**src/rtl/mdio_master_if.sv**
```systemverilog
// mdio_master_if: request/status handshake and MDIO pad signals of the MDIO master
interface mdio_master_if;
  logic        MDIO_START;
  logic [31:0] T_DATA;
  logic        MDIO_IN;
  logic        MDC;
  logic        MDIO_OE;
  logic        MDIO_OUT;
  logic [15:0] RD_DATA;
  logic        DATA_RDY;
  logic        BUSY;
  logic        ERR;
  modport master (
    input  MDIO_START, T_DATA, MDIO_IN,
    output MDC, MDIO_OE, MDIO_OUT, RD_DATA, DATA_RDY, BUSY, ERR
  );
  modport slave (
    output MDIO_START, T_DATA, MDIO_IN,
    input  MDC, MDIO_OE, MDIO_OUT, RD_DATA, DATA_RDY, BUSY, ERR
  );
endinterface

```
**src/rtl/mdio_master.sv**
```systemverilog
// mdio_master: clause 22/45 MDIO frame master with preamble, turnaround and read capture
module mdio_master #(
  parameter int CLK_DIV = 4,
  parameter int PRE_LEN = 32
) (
  input logic          clk,
  input logic          rst,
  mdio_master_if.master m
);
  localparam logic [1:0] IDLE  = 2'd0;
  localparam logic [1:0] PRE   = 2'd1;
  localparam logic [1:0] FRAME = 2'd2;
  localparam logic [1:0] DONE  = 2'd3;
  localparam logic [8:0] HALF = 9'(CLK_DIV);
  localparam logic [8:0] LAST = 9'(2 * CLK_DIV - 1);
  localparam logic [5:0] PRE_LAST = 6'(PRE_LEN - 1);
  logic [1:0]  state;
  logic [8:0]  cyc;
  logic [5:0]  bit_idx;
  logic [31:0] tx;
  logic [16:0] rx;
  logic        rd;
  logic        oe;
  logic        out;
  logic [15:0] rd_data;
  logic        data_rdy;
  logic        err;
  logic        busy;
  logic        accept;
  logic        valid;
  logic        bit_end;
  logic        mdc_rise;
  logic        rx_off;
  // request decode and bit-period timing strobes
  always_comb begin
    busy     = state == PRE || state == FRAME;
    accept   = m.MDIO_START && !busy;
    valid    = m.T_DATA[31:30] == 2'b00 || (m.T_DATA[31:30] == 2'b01 && m.T_DATA[29] != m.T_DATA[28]);
    bit_end  = cyc == LAST;
    mdc_rise = cyc == HALF - 9'd1;
    rx_off   = rd && bit_idx >= 6'd13;
  end
  // frame sequencer: preamble, 32 frame bits, then a one-cycle completion state
  always_ff @(posedge clk) begin
    if (rst) begin
      state    <= IDLE;
      cyc      <= 9'd0;
      bit_idx  <= 6'd0;
      tx       <= 32'd0;
      rx       <= 17'd0;
      rd       <= 1'b0;
      oe       <= 1'b0;
      out      <= 1'b0;
      rd_data  <= 16'd0;
      data_rdy <= 1'b0;
      err      <= 1'b0;
    end else begin
      data_rdy <= 1'b0;
      err      <= 1'b0;
      if (busy) cyc <= bit_end ? 9'd0 : cyc + 9'd1;
      if (state == FRAME && rd && mdc_rise && bit_idx >= 6'd15) rx <= {rx[15:0], m.MDIO_IN};
      case (state)
        IDLE, DONE: begin
          state <= IDLE;
          if (accept && !valid) err <= 1'b1;
          else if (accept) begin
            state   <= PRE_LEN == 0 ? FRAME : PRE;
            cyc     <= 9'd0;
            bit_idx <= 6'd0;
            tx      <= m.T_DATA;
            rd      <= m.T_DATA[29];
            oe      <= 1'b1;
            out     <= PRE_LEN == 0 ? m.T_DATA[31] : 1'b1;
          end
        end
        PRE: if (bit_end) begin
          bit_idx <= bit_idx == PRE_LAST ? 6'd0 : bit_idx + 6'd1;
          state   <= bit_idx == PRE_LAST ? FRAME : PRE;
          out     <= bit_idx == PRE_LAST ? tx[31] : 1'b1;
        end
        FRAME: if (bit_end) begin
          if (bit_idx == 6'd31) begin
            state    <= DONE;
            oe       <= 1'b0;
            out      <= 1'b0;
            rd_data  <= rd ? rx[15:0] : rd_data;
            data_rdy <= rd;
            err      <= rd && rx[16];
          end else begin
            bit_idx <= bit_idx + 6'd1;
            tx      <= {tx[30:0], 1'b0};
            oe      <= !rx_off;
            out     <= rx_off ? 1'b0 : tx[30];
          end
        end
        default: state <= IDLE;
      endcase
    end
  end
  assign m.BUSY     = busy;
  assign m.MDC      = busy && cyc >= HALF;
  assign m.MDIO_OE  = oe;
  assign m.MDIO_OUT = out;
  assign m.RD_DATA  = rd_data;
  assign m.DATA_RDY = data_rdy;
  assign m.ERR      = err;
endmodule

```
**src/flat_wrapper.sv**
```systemverilog
// flat-port wrapper written by rule: the top's interface ports become plain ports
module mdio_master_flat 
#(
  parameter int CLK_DIV = 4,
  parameter int PRE_LEN = 32
)
  (clk, rst, m_MDIO_START, m_T_DATA, m_MDIO_IN, m_MDC, m_MDIO_OE, m_MDIO_OUT, m_RD_DATA, m_DATA_RDY, m_BUSY, m_ERR);
  mdio_master_if m_i ();
  input logic clk;
  input logic rst;
  input wire logic [$bits(m_i.MDIO_START)-1:0] m_MDIO_START;
  input wire logic [$bits(m_i.T_DATA)-1:0] m_T_DATA;
  input wire logic [$bits(m_i.MDIO_IN)-1:0] m_MDIO_IN;
  output wire logic [$bits(m_i.MDC)-1:0] m_MDC;
  output wire logic [$bits(m_i.MDIO_OE)-1:0] m_MDIO_OE;
  output wire logic [$bits(m_i.MDIO_OUT)-1:0] m_MDIO_OUT;
  output wire logic [$bits(m_i.RD_DATA)-1:0] m_RD_DATA;
  output wire logic [$bits(m_i.DATA_RDY)-1:0] m_DATA_RDY;
  output wire logic [$bits(m_i.BUSY)-1:0] m_BUSY;
  output wire logic [$bits(m_i.ERR)-1:0] m_ERR;
  assign m_i.MDIO_START = m_MDIO_START;
  assign m_i.T_DATA = m_T_DATA;
  assign m_i.MDIO_IN = m_MDIO_IN;
  assign m_MDC = m_i.MDC;
  assign m_MDIO_OE = m_i.MDIO_OE;
  assign m_MDIO_OUT = m_i.MDIO_OUT;
  assign m_RD_DATA = m_i.RD_DATA;
  assign m_DATA_RDY = m_i.DATA_RDY;
  assign m_BUSY = m_i.BUSY;
  assign m_ERR = m_i.ERR;
  mdio_master #(.CLK_DIV(CLK_DIV), .PRE_LEN(PRE_LEN)) u_core (.clk(clk), .rst(rst), .m(m_i));
endmodule
```
**config.mk**
```make
export PLATFORM = sky130hd
export DESIGN_NAME = mdio_master_flat
export DESIGN_NICKNAME = d
export VERILOG_FILES = /design/src/rtl/mdio_master_if.sv /design/src/rtl/mdio_master.sv /design/src/flat_wrapper.sv
export SDC_FILE = /design/constraint.sdc
export NUM_CORES = 1
export LEC_CHECK = 0
export ABC_AREA = 1
export CAP_MARGIN = 5
export CORE_MARGIN = 2
export CORE_UTILIZATION = 35
export DETAILED_ROUTE_END_ITERATION = 10
export DONT_BUFFER_PORTS = 1
export SLEW_MARGIN = 25
export SYNTH_ARGS = -nofsm -noshare
export SYNTH_HDL_FRONTEND = slang
export SYNTH_SLANG_ARGS = --single-unit
```
**constraint.sdc**
```tcl
create_clock -name clk -period 2.2 [get_ports clk]
set_input_delay 0.44 -clock clk [delete_from_list [all_inputs] [get_ports clk]]
set_output_delay 0.44 -clock clk [all_outputs]
set_load 0.03 [all_outputs]
```
Word level (Yosys, flattened, before mapping)
Cells that the tools add are included.

Word-level logic and storage cells: 99. Output and inout port bits: 22. Flip-flop bits (word level): 87.

Equality and inequality tests: 14. Reductions and logical operators: 26. Muxes and demuxes: 39. Order comparisons: 3. Bitwise gates (word level): 4. $add $sub $neg: 2.

Operators with widths (count): $mux 32 (4); $pmux 32 s2 (1); $mux 9 (5); $mux 6 (6); $pmux 6 s3 (1); $mux 1 (13); $ge 6x4->1 const B (2); $reduce_and 4->1 (3); $mux 2 (5); $reduce_and 5->1 (2); $add 9x1->9 const B (1); $eq 9x2->1 const B (1); $eq 9x3->1 const B (1); $ge 9x3->1 const B (1); $logic_and 1x1->1 (9); $add 6x1->6 const B (1); $eq 6x5->1 const B (1); $ne 2x1->1 const B (3); $ne 2x2->1 const B (3); $pmux 2 s3 (1); $reduce_and 3->1 (2); $eq 2x1->1 const B (2); $eq 2x2->1 const B (2); $logic_not 2->1 (2); 9 further kinds (16).

Longest topological paths before layout
Depth in word-level cells: 7. Gate-level depth with buffers: 11.

Worst setup path after synthesis
OpenSTA, ideal clock, no wires.

Kind: flip-flop to flip-flop. From: register u_core.state[0]. To: register u_core.tx[25]. Required time: 2.084 ns. Slack: 0.343 ns. Data arrival time: 1.741 ns. Period minus slack after synthesis: 1.857 ns. Cell stages (with the launch flop): 11. Path buffers: 1. Path through: dfxtp_1 -> inv_1 -> ha_1 -> clkinv_1 -> nor2_1 -> inv_1 -> nand3_4 -> nor2_8 -> buf_4 -> o21ai_0 -> nor2_1.

Longest elaborated chain between the ends: 7.

RTL lines: from (decl) (RTL line mdio_master.sv:17) `logic [1:0] state;`; from (signal assigned) (RTL line mdio_master.sv:67) `state <= PRE_LEN == 0 ? FRAME : PRE;`; from (signal assigned) (RTL line mdio_master.sv:78) `state <= bit_idx == PRE_LAST ? FRAME : PRE;`; $eq 2x1->1 or $eq 2x2->1 (tied branches) (RTL line mdio_master.sv:36) `busy = state == PRE || state == FRAME;`; $logic_or 1x1->1 * (RTL line mdio_master.sv:36); via m_BUSY (RTL line flat_wrapper.sv:19) `output wire logic [$bits(m_i.BUSY)-1:0] m_BUSY;`; $logic_not 1->1 * (RTL line mdio_master.sv:37) `accept = m.MDIO_START && !busy;`; $logic_and 1x1->1 * (RTL line mdio_master.sv:37); $logic_and 1x1->1 (RTL line mdio_master.sv:65) `if (accept && !valid) err <= 1'b1;`; $ne 2x2->1 (no line); $reduce_and 5->1 (no line) *; to (signal assigned) (RTL line mdio_master.sv:70) `tx <= m.T_DATA;`; to (signal assigned) (RTL line mdio_master.sv:91) `tx <= {tx[30:0], 1'b0};`; to (decl) (RTL line mdio_master.sv:20) `logic [31:0] tx;`.

The timed path passes the listed nets; every way through them passes the cells marked *. A chain may end at the register's enable or synchronous reset.

Worst setup path after layout
From: register u_core.state[0]. To: output port m_MDC.

Longest elaborated chain between the ends: 3.

RTL lines: $eq 2x1->1 or $eq 2x2->1 (tied branches) (RTL line mdio_master.sv:36); $logic_or 1x1->1 * (RTL line mdio_master.sv:36); $logic_and 1x1->1 * (RTL line mdio_master.sv:101) `assign m.MDC = busy && cyc >= HALF;`; to (decl) (RTL line flat_wrapper.sv:14) `output wire logic [$bits(m_i.MDC)-1:0] m_MDC;`.

Every way passes the cells marked *; elsewhere a longest branch is shown, timed or not.

==> results.txt <==
Outcome = complete, but fails checks
Violated checks = DRC
Final net count = 663
Post-Synthesis Cells = 625
Register area share after synthesis = 41.85%
Max incr delay on CP = 340 ps
Drt initial violations = 139
Routed WL = 8.935 mm
Worst Path Buf+Inv = 3
Place WS = 249.4 ps
Clock share of power = 44.6%
Tot GR Track Use = 14.81%
H-tree depth = 3
Antenna violations before repair = 0
Worst-Margin Slew = 641.6 ps
Slew headroom = 57.04%
Synth Flop Type = dfxtp_1
Largest net degree at the start of global routing = 35
Crit path top cell by count = buf_4
EDFF count, synth = 0
Global-route wire length before repair = 15.31 mm
RSZ-0062 raised after global routing = false
# IOs = 58
Syn_nets = 668
Ys async rst share = 0%
Width of the die = 113.0 µm
CP cell instances = inv_1 > ha_2 > buf_4 > a21oi_1 > buf_4
Fin. Hold Viols = 0
Crit Path Category = flip-flop to output port
Worst IR Drop VDD = 0.5018 mV
Fillers = 1182
Crit-path slowest cell = dfxtp_1
Port Buffer Count = 0
Maxcap violations = 0
CORE AREA = 11520 µm²
Synth Register Bits = 87
PD cells = 852.6 nW/µm²
Fin crit share = 92.81%
Final Instance Count excl. Fillers = 767
Clk_lat worst skew = 350 ps
Via density = 4.707
Worst reg2reg setup slack = 200 ps
CP max FO = 10
CTS tree = built
Min-delay worst type = input port to flip-flop
Tmin final = 2042 ps
Routed len/inst = 11.65 µm
Row cnt = 39
Total CTS buffers = 9
Final setup viols = 0
Post-CTS Setup Bufs = 0
Placed Cells incl. Taps = 752
Mean post-synth cell area = 6.658 µm²
Initial Util = 36.14%
Sw Share = 24.97%
Vias in the first global route = 3267
Setup_tns = 0 ps
Full die area = 12780 µm²
Seq pwr share = 44.5%
Total gr overflow = 0
CTS resizes = 0
Clock slew at reported path FFs = 60 ps
Via count = 3610
Critical Path Source Type = flip-flop
Combinational share of power = 11.0%
YS warnings = 0
Synthesis-to-layout area growth = 11.76%
CP top delay family = buffers and inverters
Max-slew violation count = 0
Clock sinks = 87
Drc violations = 3
Final worst slack = 158.1 ps
Post-route ant nets = 0
Layout cell share with drive strength beyond 1 = 6.731%
Hold buffers post-CTS = 0
Critical path required time = 1760 ps
Critical Path Sink Type = output port
CP arrival = 1600 ps
Die Y = 113.0 µm
NetSw = 0.9902 mW
Lkg Pwr = 2.115 nW
Fmax = 0.4897 GHz
Post-synthesis cell area = 4161 µm²
P_int = 2.975 mW
Placer Congestion = 0.8601
Number of diodes = 0
Yosys cell types = 31
Hpwl dp = 6.039 mm
Final clock skew = 6.807 ps
Clk buf depth = 2
Root buf cell = clkbuf_16
Pre-antenna DRT Iters = 8
## through the flow
stage	hold slack (ps)	instance area, µm²	utilization (%)	power [mW]
global route	140.7	4651	40.38	4.173
floorplan	437.2	4161	-	2.148
finish	159.0	4651	40.38	3.965
global placement	451.1	4303	37.36	2.219
CTS	138.8	4648	40.36	4.018
detailed placement	466.1	4303	37.36	2.231
## worst register-to-register path, stage by stage (launching register included)
cell and delay (ps):
dfxtp_1 430, ha_1 220, inv_1 70, nor2_2 200, nand3_1 160, nand3_4 180
nor2_8 70, inv_2 400, nor2_1 80, nor2_1 120
## registers in the layout, summed over array words and instances, names as in the netlist
signal and count:
u_core.tx 32, u_core.rx 17, u_core.m.RD_DATA 16, u_core.cyc 9, u_core.bit_idx 6, u_core.state 2, u_core.m.DATA_RDY 1, u_core.m.ERR 1
u_core.m.MDIO_OE 1, u_core.m.MDIO_OUT 1, u_core.rd 1
## cells by family after synthesis
logic type	Yosys count	synth area share [%]
AO/OA/AOI/OAI	98	12.99
XOR/XNOR	5	1.052
adder cells (fa/ha/maj)	7	2.105
buffers and inverters	117	11.49
flip-flops	87	41.85
AND/OR/NAND/NOR	311	30.52
## Yosys cell counts, types with 2 or more instances
cell	count	area, µm²
nand2_1	150	563.0
nor2_1	129	484.2
dfxtp_1	87	1742
inv_1	83	311.6
o21ai_0	59	295.3
clkbuf_1	19	71.32
a21oi_1	18	90.09
a211oi_1	17	127.6
nand3_1	14	70.07
ha_1	7	87.58
buf_2	4	20.02
nand4_1	4	25.02
xor2_1	4	35.03
buf_4	3	22.52
buf_6	3	33.78
inv_2	3	11.26
nand2_2	3	18.77
nor3_1	3	15.01
clkinv_1	2	7.510
nor2_2	2	12.51
## power by group through the flow
| stage | Combinational [mW] | Sequential, mW | Clock [mW] |
|---|---|---|---|
| floorplan | 0.368 | 1.78 | 0 |
| global placement | 0.425 | 1.79 | 0 |
| detailed placement | 0.433 | 1.80 | 0 |
| CTS | 0.434 | 1.76 | 1.82 |
| global route | 0.504 | 1.77 | 1.89 |
| finish | 0.435 | 1.76 | 1.77 |
## per-layer routing
layer | global-route usage (%) | part of all wire (%)
met3 | 6.535 | 7.0
met5 | 0 | 0
met1 | 18.88 | 48
met2 | 22.48 | 44
met4 | 4.878 | 1.3
## layout make-up
class                      instances  area [µm²]  area share (%)
clock buffer                      10       239.0           5.139
clock inverter                     5       106.4           2.287
inverter                          88       330.3           7.103
multi-input combinational        421        1944           41.81
sequential                        87        1742           37.45
tap                              143       178.9           3.847
timing repair buffer              13       110.1           2.368
## final timing paths
| check | to | cells after the start | from |
|---|---|---|---|
| setup / recovery | m_MDC | 5 | u_core.state[0] |
| hold / removal | u_core.state[1] | 1 | rst |
| setup reg to reg | u_core.tx[8] | 9 | u_core.bit_idx[0] |
| hold reg to reg | u_core.cyc[8] | 2 | u_core.cyc[8] |
## layout by cell type (no fill, tap or decap)
cell,synthesis,layout
o211ai_1,1,1
bufinv_16,0,3
clkinv_1,2,2
o21ai_1,1,1
nor2_4,1,1
nand2_1,150,150
ha_1,7,6
o21ai_0,59,59
clkinvlp_4,0,1
nand3b_4,1,1
dfxtp_1,87,87
buf_4,3,12
nand2_2,3,3
buf_12,0,1
clkbuf_16,0,9
ha_2,0,1
inv_2,3,3
nand3_4,1,1
or2_2,1,1
clkinv_4,0,1
nor4_1,1,1
clkbuf_8,0,1
o21bai_1,1,1
inv_1,83,83
o21a_1,1,1
nand4_1,4,4
xnor2_1,1,1
nor2_8,1,1
xor2_1,4,4
nand3_1,14,14
a21oi_1,18,18
nor2_1,129,129
nor3_1,3,3
nor2_2,2,2
a211oi_1,17,17
Power figures use the tool's default switching activity.
